File: src/rtl/keypad_digit_buffer.sv
// Multi-digit keypad entry buffer: push/backspace/replace/clear/load with
// occupancy tracking and a selectable full-buffer push policy.
module keypad_digit_buffer #(
  parameter int COUNT    = 4,
  parameter int WIDTH    = 4,
  parameter int OVF_MODE = 0
) (
  input  logic                     trig,
  input  logic                     reset,
  input  logic                     clr,
  input  logic                     load,
  input  logic [COUNT*WIDTH-1:0]   load_data,
  input  logic                     push,
  input  logic                     pop,
  input  logic [WIDTH-1:0]         in,
  output logic [COUNT*WIDTH-1:0]   out,
  output logic [$clog2(COUNT+1)-1:0] count,
  output logic                     empty,
  output logic                     full,
  output logic                     evict_valid,
  output logic [WIDTH-1:0]         evict_data,
  output logic                     reject
);

  localparam int CW = $clog2(COUNT + 1);
  localparam int DW = COUNT * WIDTH;
  localparam logic [CW-1:0] FULL_CNT = CW'(COUNT);

  logic [DW-1:0]    r_out;
  logic [CW-1:0]    r_count;
  logic             r_evict_valid;
  logic [WIDTH-1:0] r_evict_data;
  logic             r_reject;

  logic [DW-1:0]    w_out_next;
  logic [CW-1:0]    w_count_next;
  logic             w_evict_valid_next;
  logic [WIDTH-1:0] w_evict_data_next;
  logic             w_reject_next;
  logic             w_empty;
  logic             w_full;
  logic [DW-1:0]    w_shift_in;
  logic [DW-1:0]    w_shift_out;

  assign w_empty = (r_count == '0);
  assign w_full  = (r_count == FULL_CNT);

  // Newest symbol enters slot 0; backspace drops slot 0 and zero-fills the top slot.
  assign w_shift_in  = {r_out[DW-WIDTH-1:0], in};
  assign w_shift_out = {{WIDTH{1'b0}}, r_out[DW-1:WIDTH]};

  always_comb begin
    w_out_next         = r_out;
    w_count_next       = r_count;
    w_evict_valid_next = 1'b0;
    w_evict_data_next  = r_evict_data;
    w_reject_next      = 1'b0;

    if (clr) begin
      w_out_next   = '0;
      w_count_next = '0;
    end else if (load) begin
      w_out_next   = load_data;
      w_count_next = FULL_CNT;
    end else if (push && pop) begin
      // Empty buffer holds all-zero slots, so replacing slot 0 is equivalent to a push.
      w_out_next[WIDTH-1:0] = in;
      if (w_empty) begin
        w_count_next = CW'(1);
      end
    end else if (push) begin
      if (!w_full) begin
        w_out_next   = w_shift_in;
        w_count_next = r_count + CW'(1);
      end else if (OVF_MODE == 0) begin
        w_out_next         = w_shift_in;
        w_evict_valid_next = 1'b1;
        w_evict_data_next  = r_out[DW-1 -: WIDTH];
      end else begin
        w_reject_next = 1'b1;
      end
    end else if (pop) begin
      if (w_empty) begin
        w_reject_next = 1'b1;
      end else begin
        w_out_next   = w_shift_out;
        w_count_next = r_count - CW'(1);
      end
    end
  end

  always_ff @(posedge trig or negedge reset) begin
    if (!reset) begin
      r_out         <= '0;
      r_count       <= '0;
      r_evict_valid <= 1'b0;
      r_evict_data  <= '0;
      r_reject      <= 1'b0;
    end else begin
      r_out         <= w_out_next;
      r_count       <= w_count_next;
      r_evict_valid <= w_evict_valid_next;
      r_evict_data  <= w_evict_data_next;
      r_reject      <= w_reject_next;
    end
  end

  assign out         = r_out;
  assign count       = r_count;
  assign empty       = w_empty;
  assign full        = w_full;
  assign evict_valid = r_evict_valid;
  assign evict_data  = r_evict_data;
  assign reject      = r_reject;

endmodule

File: config.mk
export PLATFORM = sky130hd
export DESIGN_NAME = keypad_digit_buffer
export DESIGN_NICKNAME = d
export VERILOG_FILES = /design/src/rtl/keypad_digit_buffer.sv
export SDC_FILE = /design/constraint.sdc
export NUM_CORES = 1
export LEC_CHECK = 0
export BUFFER_PORTS_ARGS = -buffer_cell sky130_fd_sc_hd__buf_2
export CAP_MARGIN = 20
export CORE_MARGIN = 10
export CORE_UTILIZATION = 39
export DETAILED_ROUTE_END_ITERATION = 12
export GPL_TIMING_DRIVEN = 0
export HOLD_SLACK_MARGIN = 0.02
export PLACE_DENSITY = 0.64
export SLEW_MARGIN = 10
export SYNTH_ARGS = -nofsm -noshare
export SYNTH_HDL_FRONTEND = slang
export SYNTH_SLANG_ARGS = --single-unit
File: constraint.sdc
create_clock -name trig -period 3.14 [get_ports trig]
set_input_delay 0.157 -clock trig [delete_from_list [all_inputs] [get_ports trig]]
set_output_delay 0.157 -clock trig [all_outputs]
set_load 0.05 [all_outputs]
== After elaboration in Yosys (flattened, before gate mapping) ==
Index checks and enable logic that the tools add are counted.

* $add $sub $neg: 2
* Equality and inequality tests: 6
* Muxes and demuxes: 26
* Bitwise logic cells: 3
* Reductions and logical operators: 8

{| class="wikitable"
|+ Operator list
! operator !! count
|-
| $mux 16 || 5
|-
| $mux 3 || 8
|-
| $mux 12 || 1
|-
| $mux 1 || 11
|-
| $ne 5x4->1 const B || 2
|-
| $ne 4x4->1 const B || 2
|-
| $reduce_and 5->1 || 1
|-
| $reduce_bool 5->1 || 1
|-
| $mux 4 || 1
|-
| $reduce_and 4->1 || 1
|-
| $reduce_bool 4->1 || 1
|-
| $add 3x1->3 const B || 1
|-
| $eq 3x3->1 const B || 1
|-
| $logic_not 3->1 || 1
|-
| $ne 3x3->1 const B || 1
|-
| $not 1->1 || 3
|-
| $reduce_and 3->1 || 1
|-
| $sub 3x1->3 const B || 1
|-
| $reduce_and 2->1 || 1
|-
| $logic_and 1x1->1 || 1
|}

* Bits in registers: 25
* Output and inout port bits: 27
* Logic and storage cells: 51

== Depth between registers and ports, before layout ==
* Word-level depth: 7
* Mapped depth: 6
* Depth with buffers taken out: 5

== Worst setup path after synthesis ==
OpenSTA, ideal clock, no wires.

* Kind: register to register
* Start point: register r_count[2], in the netlist count[2]
* End point: register r_evict_data[0], in the netlist evict_data[0]
* Data arrival time: 2.930 ns
* Required time: 3.015 ns
* Setup slack: 0.085 ns
* Stages on the path, launching flop included: 5
* Buffers on the path: 1
* Period minus slack after synthesis: 3.055 ns
* Cells stage by stage: dfrtp_1 > buf_6 > nor3b_1 > nand3_1 > mux2_2

* Word-level cells in the longest chain between the ends: 2

{| class="wikitable"
|+ Ends and longest elaborated chain
! element !! RTL line !! RTL
|-
| start, declared || 30 || <nowiki>logic [CW-1:0] r_count;</nowiki>
|-
| start signal, assigned || 101 || <nowiki>r_count <= w_count_next;</nowiki>
|-
| $eq 3x3->1 || 46 || <nowiki>assign w_full = (r_count == FULL_CNT);</nowiki>
|-
| via full || 19 || <nowiki>output logic full,</nowiki>
|-
| $reduce_and 5->1 (no source line) || -- ||
|-
| end signal, assigned || 103 || <nowiki>r_evict_data <= w_evict_data_next;</nowiki>
|-
| end, declared || 32 || <nowiki>logic [WIDTH-1:0] r_evict_data;</nowiki>
|}

The timed path passes the listed nets, and every way through them passes these cells.
A chain may end at the register's enable or synchronous reset.

== Worst setup path after layout ==
* Start point: register r_count[0], in the netlist count[0]
* End point: register r_out[9], in the netlist out[9]

* Word-level cells in the longest chain between the ends: 3

{| class="wikitable"
|+ Ends and longest elaborated chain
! element !! RTL line !! RTL
|-
| $logic_not 3->1 || 45 || <nowiki>assign w_empty = (r_count == '0);</nowiki>
|-
| $ne 4x4->1 (no source line) || -- ||
|-
| $reduce_and 3->1 (no source line) || -- ||
|-
| end signal, assigned || 100 || <nowiki>r_out <= w_out_next;</nowiki>
|-
| end, declared || 29 || <nowiki>logic [DW-1:0] r_out;</nowiki>
|}

No other way between the ends.

==> impl_metrics.env <==
export IMPL_synth_async_reset_ratio=1.00
export IMPL_dp_cells=248
export IMPL_total_power_uw=897
export IMPL_cts_setup_buffers=0
export IMPL_synth_ff_type="dfrtp_1"
export IMPL_cts_sinks=25
export IMPL_dr_pass1_iters=4
export IMPL_clkLatencyLatePin_ps=280
export IMPL_initial_utilization=0.403
export IMPL_worst_hold_path_num_cells=3
export IMPL_timing_final_crit_period_ps=1910
export IMPL_critical_path_peak_fanout=10
export IMPL_final_setup_worst_slack_ps=1230
export IMPL_status="finished clean"
export IMPL_netlist_cell_type_count=37
export IMPL_initial_detailed_routing_violation_count=60
export IMPL_yosys_area_top_type="dfrtp_1"
export IMPL_setup_viol_count_final=0
export IMPL_cts_repair_resize_count=0
export IMPL_rr_worst_depth=5
export IMPL_slew_headroom=0.612
export IMPL_ioPinCount=53
export IMPL_num_antenna_cells=0
export IMPL_startpoint_type="flop"
export IMPL_dieWidth_um=84.0
export IMPL_remaining_drc_errors=0
export IMPL_layoutNonFillerInstCount=253
export IMPL_finalSetupTns_ps=0
export IMPL_syn_mean_instance_area_um2=10.9
export IMPL_max_cap_violations=0
export IMPL_root_buf_cell="clkbuf_8"
export IMPL_synth_seq_cells=25
export IMPL_required_ps=3310
export IMPL_synthesis_yosys_warnings=0
export IMPL_detail_route_antenna_nets=0
export IMPL_power_density_nw_per_um2=455
export IMPL_setup_worst_path_class="reg -> reg"
export IMPL_place_hpwl_um=3490
export IMPL_viasPerCell=5.52
export IMPL_measured_slew_at_the_worst_slew_check_pin_ps=582
export IMPL_detail_route_wirelength_um=4690
export IMPL_placement_setup_worst_slack_ps=1220
export IMPL_final_util=0.497
export IMPL_cellLeakagePower_uw=0.000949
export IMPL_synth_top_area_share=0.391
export IMPL_tritoncts_num_buffers=3
export IMPL_final_hold_viol_count=0
export IMPL_syn_num_nets=174
export IMPL_via_count=1397
export IMPL_cts_hold_buffers_added=1
export IMPL_worst_setup_path_end_kind="flop"
export IMPL_clkSlewWorstSetupHoldPaths_ps=90
export IMPL_core_area_um2=3970
export IMPL_nets=231
export IMPL_wl_cell_um=18.5
export IMPL_hold_path_class="in -> reg"
export IMPL_synthMostInstantiatedCell="dfrtp_1"
export IMPL_fp_dieArea_um2=7060
export IMPL_first_global_vias=1515
export IMPL_synth_top_cells_by_count="dfrtp_1 (25), mux2_2 (10), mux2_4 (10), nor2b_1 (10)"
export IMPL_fin_worst_skew_ps=3.92
export IMPL_placement_rows=23
export IMPL_rsz0062_at_grt="no"
export IMPL_finalWeightedCongestion=0.887
export IMPL_area_growth_pct=23.3
export IMPL_timing_final_max_slew_violations=0
export IMPL_synth_enable_flop_cells=0
export IMPL_port_buffers=51
export IMPL_synthesis_instances=147
export IMPL_worst_ep_arrival_time_ps=2080
export IMPL_mappedNetlistArea_um2=1600
export IMPL_grt_usage=0.130
export IMPL_tritoncts="built"
export IMPL_regToRegSetupSlack_ps=1230
export IMPL_grt_first_pass_wirelength_um=7660
export IMPL_die_h_um=84.0
export IMPL_max_clock_path_buffers=2
export IMPL_clock_tree_htree_level_count=1
export IMPL_maxClockFrequency_ghz=0.522
export IMPL_layout_cell_share_with_drive_strength_beyond_1=0.414
export IMPL_grt_max_degree=26
export IMPL_synth_yosys_seq_area_share=0.391
export IMPL_post_route_period_util=0.610
export IMPL_ir_drop_mv=0.174
export IMPL_global_route_overflow=0
export IMPL_antenna_found_initial=0
export IMPL_yosys_top_cells_area="dfrtp_1 (39%), mux2_4 (9.4%), mux2_2 (7.0%)"
[worst max-delay path: stages, from the launching register on]
cell,delay [ps]
dfrtp_1,400
buf_6,150
o31a_4,380
a211oi_4,370
buf_12,200
mux2_4,300
[registers in the layout, indices dropped and copies added (netlist names)]
name         count
out             16
evict_data       4
count            3
evict_valid      1
reject           1
[cells in the final DEF, fill, tap and decap left out, types with 2 or more instances in the layout]
cell type | synthesis | final
buf_6 | 2 | 2
dfrtp_1 | 25 | 25
nor2b_1 | 10 | 10
a211oi_1 | 8 | 8
buf_2 | 2 | 53
and4_1 | 2 | 2
inv_1 | 4 | 4
nand2b_1 | 6 | 6
o21ai_0 | 2 | 2
or2_2 | 2 | 2
o211ai_1 | 2 | 2
a21oi_1 | 8 | 8
nand2_1 | 5 | 5
o221ai_1 | 4 | 4
mux2_4 | 10 | 10
o31ai_1 | 2 | 2
mux2_2 | 10 | 10
nand3b_1 | 4 | 4
clkbuf_8 | 0 | 3
mux2i_1 | 8 | 8
clkbuf_1 | 8 | 9
nor2_1 | 2 | 2
nand3_1 | 6 | 6
[cells by family (layout without fill, tap and decap cells)]
family / after synthesis / in the layout / synth area share
AND/OR/NAND/NOR: 41 / 41 / 0.151
adder cells (fa/ha/maj): 1 / 1 / 0.0125
buffers and inverters: 18 / 74 / 0.0634
flip-flops: 25 / 25 / 0.391
XOR/XNOR: 1 / 1 / 0.00548
multiplexers: 28 / 28 / 0.214
AO/OA/AOI/OAI: 33 / 33 / 0.162
[metrics by stage]
step	hold WS (ps)	area, µm²
2_1_floorplan	-139	1600
3_3_place_gp	188	1920
3_5_place_dp	194	1920
4_1_cts	227	1970
5_1_grt	235	1970
6_report	222	1970
[layout make-up]
class / instances / area [µm²]
Tap cell: 50 / 62.6
Buffer: 13 / 82.6
Fill cell: 398 / 2000
Timing Repair Buffer: 52 / 265
Multi-Input combinational cell: 104 / 872
Inverter: 5 / 18.8
Clock buffer: 4 / 45.0
Sequential cell: 25 / 626
[report_power, final]
group          internal, µW  switching [µW]
Sequential              349            22.4
Combinational           110             213
Clock                  91.1             112
[final timing paths]
path,from,to
max,count[0],out[9]
min,clr,count[0]
max reg2reg,count[0],out[9]
min reg2reg,evict_data[1],evict_data[1]
max in group asynchronous,reset,evict_data[1]
min in group asynchronous,reset,out[8]
[metal layers]
| metal | wire length (µm) | track usage | vias up | part of all wire |
|---|---|---|---|---|
| met5 | 0 | 0 | - | 0 |
| met2 | 2180 | 0.203 | 49 | 0.47 |
| met1 | 2000 | 0.158 | 684 | 0.43 |
| met4 | 95 | 0.0426 | 0 | 0.020 |
| met3 | 405 | 0.0527 | 9 | 0.086 |
| li1 | - | - | 655 | - |
Note: power is estimated with default switching activity, not from simulation.
